`config.mk`:
```
export PLATFORM = sky130hd
export DESIGN_NAME = shift_seq_ctrl
export DESIGN_NICKNAME = d
export VERILOG_FILES = /design/src/rtl/shift_seq_ctrl.sv
export SDC_FILE = /design/constraint.sdc
export NUM_CORES = 1
export LEC_CHECK = 0
export CAP_MARGIN = 40
export CORE_MARGIN = 2
export CORE_UTILIZATION = 47
export DETAILED_ROUTE_END_ITERATION = 8
export PLACE_DENSITY = 0.84
export SYNTH_ARGS = -nofsm -noshare
export SYNTH_HDL_FRONTEND = slang
export SYNTH_SLANG_ARGS = --single-unit
```
`constraint.sdc`:
```
create_clock -name clk -period 1.4 [get_ports clk]
set_input_delay 0.21 -clock clk [delete_from_list [all_inputs] [get_ports clk]]
set_output_delay 0.21 -clock clk [all_outputs]
set_load 0.01 [all_outputs]
```
`src/rtl/shift_seq_ctrl.sv`:
```
// shift_seq_ctrl: frame shifter with lockstep tx/rx shift registers.
// A frame is WIDTH bit periods of DIV clocks, then a one-cycle DONE.
module shift_seq_ctrl #(
    parameter int WIDTH = 8,
    parameter int DIV   = 4
) (
    input  logic             clk,
    input  logic             reset_n,
    input  logic [WIDTH-1:0] tx_data,
    input  logic             tx_valid,
    output logic             tx_ready,
    input  logic             abort,
    input  logic             serial_in,
    output logic             serial_out,
    output logic [WIDTH-1:0] rx_data,
    output logic             rx_valid,
    output logic             busy
);

    localparam int DW = (DIV > 1) ? $clog2(DIV) : 1;
    localparam int CW = $clog2(WIDTH);

    localparam logic [DW-1:0] DIV_LAST = DW'(DIV - 1);
    localparam logic [CW-1:0] BIT_LAST = CW'(WIDTH - 1);

    localparam logic [1:0] S_IDLE  = 2'd0;
    localparam logic [1:0] S_SHIFT = 2'd1;
    localparam logic [1:0] S_DONE  = 2'd2;

    logic [1:0]       state;
    logic [1:0]       state_nx;
    logic [WIDTH-1:0] tx_sh;
    logic [WIDTH-1:0] rx_sh;
    logic [WIDTH-1:0] rx_next;
    logic [DW-1:0]    div_cnt;
    logic [CW-1:0]    bit_cnt;
    logic             in_idle;
    logic             in_shift;
    logic             in_done;
    logic             accept;
    logic             bit_end;
    logic             last_bit;

    assign in_idle  = (state == S_IDLE);
    assign in_shift = (state == S_SHIFT);
    assign in_done  = (state == S_DONE);

    assign accept   = in_idle && tx_valid && !abort;
    assign bit_end  = in_shift && (div_cnt == DIV_LAST);
    assign last_bit = bit_end && (bit_cnt == BIT_LAST);
    assign rx_next  = {rx_sh[WIDTH-2:0], serial_in};

    assign tx_ready   = in_idle;
    assign busy       = in_shift || in_done;
    assign rx_valid   = in_done;
    assign serial_out = in_shift && tx_sh[WIDTH-1];

    // Next-state decode; abort beats the final bit-end.
    always_comb begin
        state_nx = S_IDLE;
        unique case (1'b1)
            in_idle: begin
                state_nx = accept ? S_SHIFT : S_IDLE;
            end
            in_shift: begin
                if (abort)
                    state_nx = S_IDLE;
                else if (last_bit)
                    state_nx = S_DONE;
                else
                    state_nx = S_SHIFT;
            end
            in_done: begin
                state_nx = S_IDLE;
            end
            default: begin
                state_nx = S_IDLE;
            end
        endcase
    end

    // State register.
    always_ff @(posedge clk or negedge reset_n) begin
        if (!reset_n)
            state <= S_IDLE;
        else
            state <= state_nx;
    end

    // Divider: marks the last cycle of each bit period.
    always_ff @(posedge clk or negedge reset_n) begin
        if (!reset_n)
            div_cnt <= '0;
        else if (accept || bit_end)
            div_cnt <= '0;
        else if (in_shift)
            div_cnt <= div_cnt + DW'(1);
    end

    // Bit counter: index of the bit currently on the wire.
    always_ff @(posedge clk or negedge reset_n) begin
        if (!reset_n)
            bit_cnt <= '0;
        else if (accept)
            bit_cnt <= '0;
        else if (bit_end)
            bit_cnt <= bit_cnt + CW'(1);
    end

    // Transmit shifter, MSB leaves first, zero fill.
    always_ff @(posedge clk or negedge reset_n) begin
        if (!reset_n)
            tx_sh <= '0;
        else if (accept)
            tx_sh <= tx_data;
        else if (bit_end)
            tx_sh <= {tx_sh[WIDTH-2:0], 1'b0};
    end

    // Receive shifter, samples serial_in at each bit end.
    always_ff @(posedge clk or negedge reset_n) begin
        if (!reset_n)
            rx_sh <= '0;
        else if (accept)
            rx_sh <= '0;
        else if (bit_end)
            rx_sh <= rx_next;
    end

    // Received word only updates on a completed, unaborted frame.
    always_ff @(posedge clk or negedge reset_n) begin
        if (!reset_n)
            rx_data <= '0;
        else if (last_bit && !abort)
            rx_data <= rx_next;
    end

endmodule

```
==> results of run 1 <==
==> path summary, 6_finish.rpt <==
kind / depth (start not counted) / end / slack, ns / start
worst max register to register: 6 / tx_sh[7] / -0.02 / state[1]
worst min-delay path: 2 / bit_cnt[2] / 0.27 / reset_n
min in group clk: 3 / rx_sh[0] / 0.49 / serial_in
worst max-delay path: 3 / busy / -0.05 / state[1]
worst min register to register: 1 / rx_data[7] / 0.51 / rx_data[7]
max in group asynchronous: 2 / tx_sh[4] / 0.84 / reset_n
==> repair_timing <==
item	4_1_cts	5_1_grt
hold buffers	0	0
setup endpoints to repair	32	32
gates cloned	1	1
resized for setup	32	34
setup buffers	0	2
pin swaps	1	2
==> critical path, stage by stage, from the launching register on <==
cell	delay [ns]
dfrtp_1	0.41
inv_2	0.09
ha_2	0.28
buf_6	0.12
==> cell type report <==
cell class                      instances  area, sq um
Clock buffer                            7         55.1
Clock inverter                          1         5.00
Fill cell                             219          880
Inverter                                4         15.0
Multi-Input combinational cell         87          922
Sequential cell                        30          751
Tap cell                               44         55.1
Timing Repair Buffer                   42          420
==> routing by layer <==
metal	global-route usage (%)	part of all wire, %	vias up
li1	-	-	566
met1	23.6	43	611
met2	30.8	50	41
met3	5.88	4.7	9
met4	8.21	2.7	0
met5	0	0	-
==> metrics by stage <==
step                hold slack (ns)  TNS (ns)  cells
detailed placement            0.492     -1.16    203
global route                  0.303    -0.916    215
CTS                           0.306    -0.205    212
floorplan                   -0.0856         0    131
finish                        0.275    -0.171    215
global placement              0.483    -0.485    203
==> sequential cells by signal, summed over array words and instances (netlist names) <==
signal / cells
bit_cnt: 3
rx_data: 8
state: 2
rx_sh: 7
div_cnt: 2
tx_sh: 8
==> synth_stat cells <==
library cell / number / area [sq um]
inv_1: 4 / 15.0
and3b_1: 1 / 8.76
buf_6: 3 / 33.8
dfrtp_1: 30 / 751
nand3_1: 17 / 85.1
nand4b_4: 1 / 23.8
and2_1: 1 / 6.26
nand3b_4: 1 / 20.0
mux2_2: 9 / 101
a21boi_0: 1 / 7.51
nor4bb_1: 7 / 70.1
a21bo_2: 17 / 170
buf_2: 7 / 35.0
a31oi_1: 7 / 43.8
ha_1: 6 / 75.1
a31o_1: 1 / 8.76
nand3b_1: 2 / 15.0
buf_4: 1 / 7.51
a21oi_1: 12 / 60.1
nand2b_1: 2 / 12.5
or3b_1: 1 / 8.76
==> power by group through the flow <==
stage               sequential (mW)  clock, mW  combinational [mW]
finish                         1.08      0.542               0.783
global placement               1.07          0               0.603
CTS                            1.06      0.542               0.655
detailed placement             1.08          0               0.628
floorplan                      1.06          0               0.433
global route                   1.09      0.595               0.841
==> cell families (layout without fill, tap and decap cells) <==
logic type                 Yosys count  after routing  synth area share, %
adders and majority gates            6              6                 4.82
and+or+nand+nor                     33             34                 16.1
DFF                                 30             30                 48.2
muxes                                9              9                 6.50
buffers and inverters               15             54                 5.86
AOI/OAI and AO/OA                   38             38                 18.6
==> impl_metrics.json, run 1 <==
{
  "startpoint_type": "flip-flop",
  "drtAntennaViolNets": 0,
  "cts.htree.levels": 2,
  "fin_util_pct": 71.7,
  "dieWidth_um": 61.6,
  "ioPinCount": 25,
  "cp.required_ns": 1.19,
  "violations": "setup timing",
  "finalPower_mw": 2.40,
  "ys_seq_area_share_pct": 48.2,
  "final_cell_mix": "30 x dfrtp_1, 17 x nand3_1, 17 x a21bo_2, 12 x clkdlybuf4s50_1, 12 x buf_4",
  "powerDensity_nw_per_um2": 1080,
  "syn_area_sq_um": 1560,
  "synth-seq-cells": 30,
  "clk_latency_ns": 0.33,
  "gp_congestion": 0.800,
  "crit_fanout": 2,
  "grt_start_max_net_pins": 31,
  "switching_share_pct": 30.1,
  "yosysWarningCount": 0,
  "p_seq_share_pct": 44.9,
  "die-area_sq_um": 3790,
  "place_ws_ns": -0.140,
  "cts-root-buf": "clkbuf_4",
  "wl_per_cell_um": 16.7,
  "timing.fmax_ghz": 0.692,
  "crit_arrival_ns": 1.24,
  "cts_num_sinks": 30,
  "cts_buffer_depth": 2,
  "vias": 1227,
  "post-route-min-period_ns": 1.45,
  "leakagePower_nw": 1.11,
  "yosysUniqueCellTypes": 21,
  "layout_commonest_cell": "dfrtp_1",
  "outcome": "finished with violations",
  "finalSetupViolations": 11,
  "irDropWorstVdd_v": 0.000772,
  "antenna_found_initial": 0,
  "fin_area_sq_um": 2220,
  "p_clk_share_pct": 22.6,
  "routed_wl_um": 3600,
  "switching_power_mw": 0.724,
  "viasPerCell": 5.71,
  "initial_utilization_pct": 50.2,
  "clkTransAtPathRegs_ns": 0.10,
  "grt_pass1_wl_um": 5100,
  "intPower_mw": 1.68,
  "remaining_drc_errors": 0,
  "slew_headroom_pct": 75.1,
  "syn-num-nets": 150,
  "slew_viol_final": 0,
  "area_growth_pct": 42.6,
  "drv_cap": 0,
  "drive_gt1_share_pct": 47.4,
  "syn_area_per_cell_sq_um": 11.9,
  "grtUsageTotal_pct": 19.1,
  "hold_violations": 0,
  "core_area_sq_um": 3100,
  "synth_cells": 131,
  "die_h_um": 61.6,
  "final_nets": 189,
  "rsz0062_at_grt": "true",
  "antenna_cells": 0,
  "rows": 20,
  "firstDrtPassIters": 4,
  "cp-end-kind": "primary output",
  "tightestPinTransition_ns": 0.374,
  "numCtsBuffers": 5,
  "finalCritPeriodShare_pct": 103,
  "crit_type": "flip-flop to primary output",
  "hp-class": "input port to async pin",
  "grt_pass1_vias": 1100,
  "drtIter0Drc": 55,
  "grt-ovfl-total": 0,
  "cts_tree": "done",
  "fin_skew_ns": 0.0117,
  "place_area_sq_um": 1920,
  "power_frac_comb_pct": 32.6,
  "setup_ws_ns": -0.0461,
  "dp_hpwl_um": 2150,
  "io_buffers": 24
}
(Power assumes the default switching activity.)
==> run 2: changes to the inputs <==
--- a/config.mk
+++ b/config.mk
@@ -6,6 +6,7 @@
 export NUM_CORES = 1
 export LEC_CHECK = 0
 export CAP_MARGIN = 40
+export CORE_ASPECT_RATIO = 0.75
 export CORE_MARGIN = 2
 export CORE_UTILIZATION = 47
 export DETAILED_ROUTE_END_ITERATION = 8
==> run 2 against run 1 <==
Net effect: the flow still finishes with violations (setup timing); non-clock buffer count increased by 6; die area rose by 0.12%; sequential power about the same; clock skew rose by 0.0022 ns; sequential share of layout area fell by 1.8 points; count of clock-buffer cells in the layout shrank 1; cell count grew 0.47%; critical path depth rose by 2.
==> impl_metrics.json, run 2 (synthesis gave the netlist of run 1 again) <==
{
  "finalSetupViolations": 9,
  "reg2regPathDepth": 5,
  "grtUsageTotal_pct": 20.7,
  "io_buffers": 24,
  "cts_tree": "done",
  "cts-root-buf": "clkbuf_8",
  "die-area_sq_um": 3800,
  "place_area_sq_um": 1900,
  "outcome": "finished with violations",
  "cp-end-kind": "flip-flop",
  "grt-ovfl-total": 0,
  "core_area_sq_um": 3220,
  "cts_buffer_depth": 2,
  "drtAntennaViolNets": 0,
  "remaining_drc_errors": 0,
  "timing.fmax_ghz": 0.686,
  "hp-class": "input port to async pin",
  "grt_pass1_vias": 1217,
  "area_growth_pct": 50.8,
  "crit_path_end": "div_cnt[0]",
  "slew_viol_final": 0,
  "slew_headroom_pct": 74.0,
  "numCtsBuffers": 5,
  "layout_commonest_cell": "dfrtp_1",
  "clk_latency_ns": 0.30,
  "dp_hpwl_um": 2220,
  "r2r_end": "div_cnt[0]",
  "finalCritPeriodShare_pct": 104,
  "tightestPinTransition_ns": 0.390,
  "finalNonFillerCells": 216,
  "ff2ff_setup_slack_ns": -0.06,
  "drive_gt1_share_pct": 50.0,
  "rows": 18,
  "grt_pass1_wl_um": 5760,
  "post-route-min-period_ns": 1.46,
  "crit_type": "flip-flop to flip-flop",
  "initial_utilization_pct": 48.4,
  "final_cell_mix": "30 x dfrtp_1, 18 x buf_4, 17 x nand3_1, 17 x a21bo_2, 12 x clkdlybuf4s50_1",
  "routed_wl_um": 4470,
  "drtIter0Drc": 106,
  "cts_hold_buffers": 0,
  "gp_congestion": 0.699,
  "place_ws_ns": -0.224,
  "setup_ws_ns": -0.0585,
  "antenna_cells": 0,
  "viasPerCell": 5.92,
  "fin_util_pct": 73.0,
  "antenna_found_initial": 0,
  "place_inst": 199,
  "crit_arrival_ns": 1.68,
  "final_nets": 195,
  "hold_violations": 0,
  "r2r-start": "state[1]",
  "fin_skew_ns": 0.0139,
  "cts_num_sinks": 30,
  "leakagePower_nw": 1.22,
  "violations": "setup timing",
  "crit_fanout": 6,
  "cp.required_ns": 1.62,
  "critPathLaunch": "state[1]",
  "fin_area_sq_um": 2350,
  "die_h_um": 53.9,
  "powerDensity_nw_per_um2": 1210,
  "clkTransAtPathRegs_ns": 0.07,
  "startpoint_type": "flip-flop",
  "grt_start_max_net_pins": 31,
  "firstDrtPassIters": 4,
  "wl_per_cell_um": 20.7,
  "dieWidth_um": 70.5,
  "drv_cap": 0,
  "irDropWorstVdd_v": 0.000576,
  "cts.htree.levels": 2,
  "ioPinCount": 25,
  "top_regs": "rx_data x8, tx_sh x8, rx_sh x7",
  "rsz0062_at_grt": "true",
  "vias": 1278,
  "finalSetupTns_ns": -0.217
}
-- run 2: cell count changes in the layout (fill, tap and decap cells not counted), moves of 3 or more --
| cell | before | now |
|---|---|---|
| nor4bb_4 | 6 | 3 |
| buf_4 | 12 | 18 |
| nor4bb_1 | 0 | 4 |
| clkbuf_8 | 1 | 6 |
| a21oi_1 | 4 | 0 |
| clkbuf_4 | 5 | 0 |
| dlygate4sd2_1 | 8 | 1 |
| dlymetal6s2s_1 | 0 | 7 |
-- run 2: worst min-delay path by stage --
stage | from | endpoint | slack [ns] | cells after the start
after floorplan | reset_n | bit_cnt[0] | -0.09 | 0
after global placement | rx_sh[6] | rx_data[7] | 0.48 | 1
after detailed placement | rx_data[4] | rx_data[4] | 0.50 | 1
after CTS | reset_n | bit_cnt[0] | 0.32 | 2
after global routing | reset_n | rx_sh[0] | 0.34 | 2
final | reset_n | rx_sh[0] | 0.29 | 2
-- run 2: timing repair --
action	4_1_cts	5_1_grt
pin swaps	2	13
gates cloned	1	2
resized for setup	34	38
setup endpoints to repair	28	36
setup buffers	2	8
-- run 2: cell type report --
class,instances,area [sq um]
fill,193,870
inverter,4,15.0
clock inverter,1,30.0
clock buffer,6,82.6
tap,40,50.0
timing repair buffer,48,507
sequential,30,751
multi-input combinational,87,916
-- run 2: report_power, final --
part | switching (mW) | total, mW | internal [mW]
Sequential | 0.0997 | 1.10 | 0.995
Combinational | 0.373 | 0.837 | 0.464
Clock | 0.342 | 0.911 | 0.569
-- run 2: through the flow --
| step | hold WS (ns) | total power [mW] |
|---|---|---|
| finish | 0.293 | 2.84 |
| global route | 0.340 | 2.94 |
| global placement | 0.480 | 1.66 |
| CTS | 0.320 | 2.67 |
| floorplan | -0.0856 | 1.49 |
| detailed placement | 0.497 | 1.72 |
-- run 2: worst max-delay path: stages (launching register included) --
cell	delay, ns
dfrtp_1	0.40
inv_2	0.11
ha_4	0.17
buf_12	0.13
or3b_1	0.39
a21oi_2	0.18
-- run 2: metal layers --
metal  GRT usage (%)  up-vias  part of all wire [%]
met3            5.24       12                   3.1
met5               0        -                     0
met4            13.5        0                   2.6
met2            36.6       34                    53
li1                -      574                     -
met1            22.8      658                    41
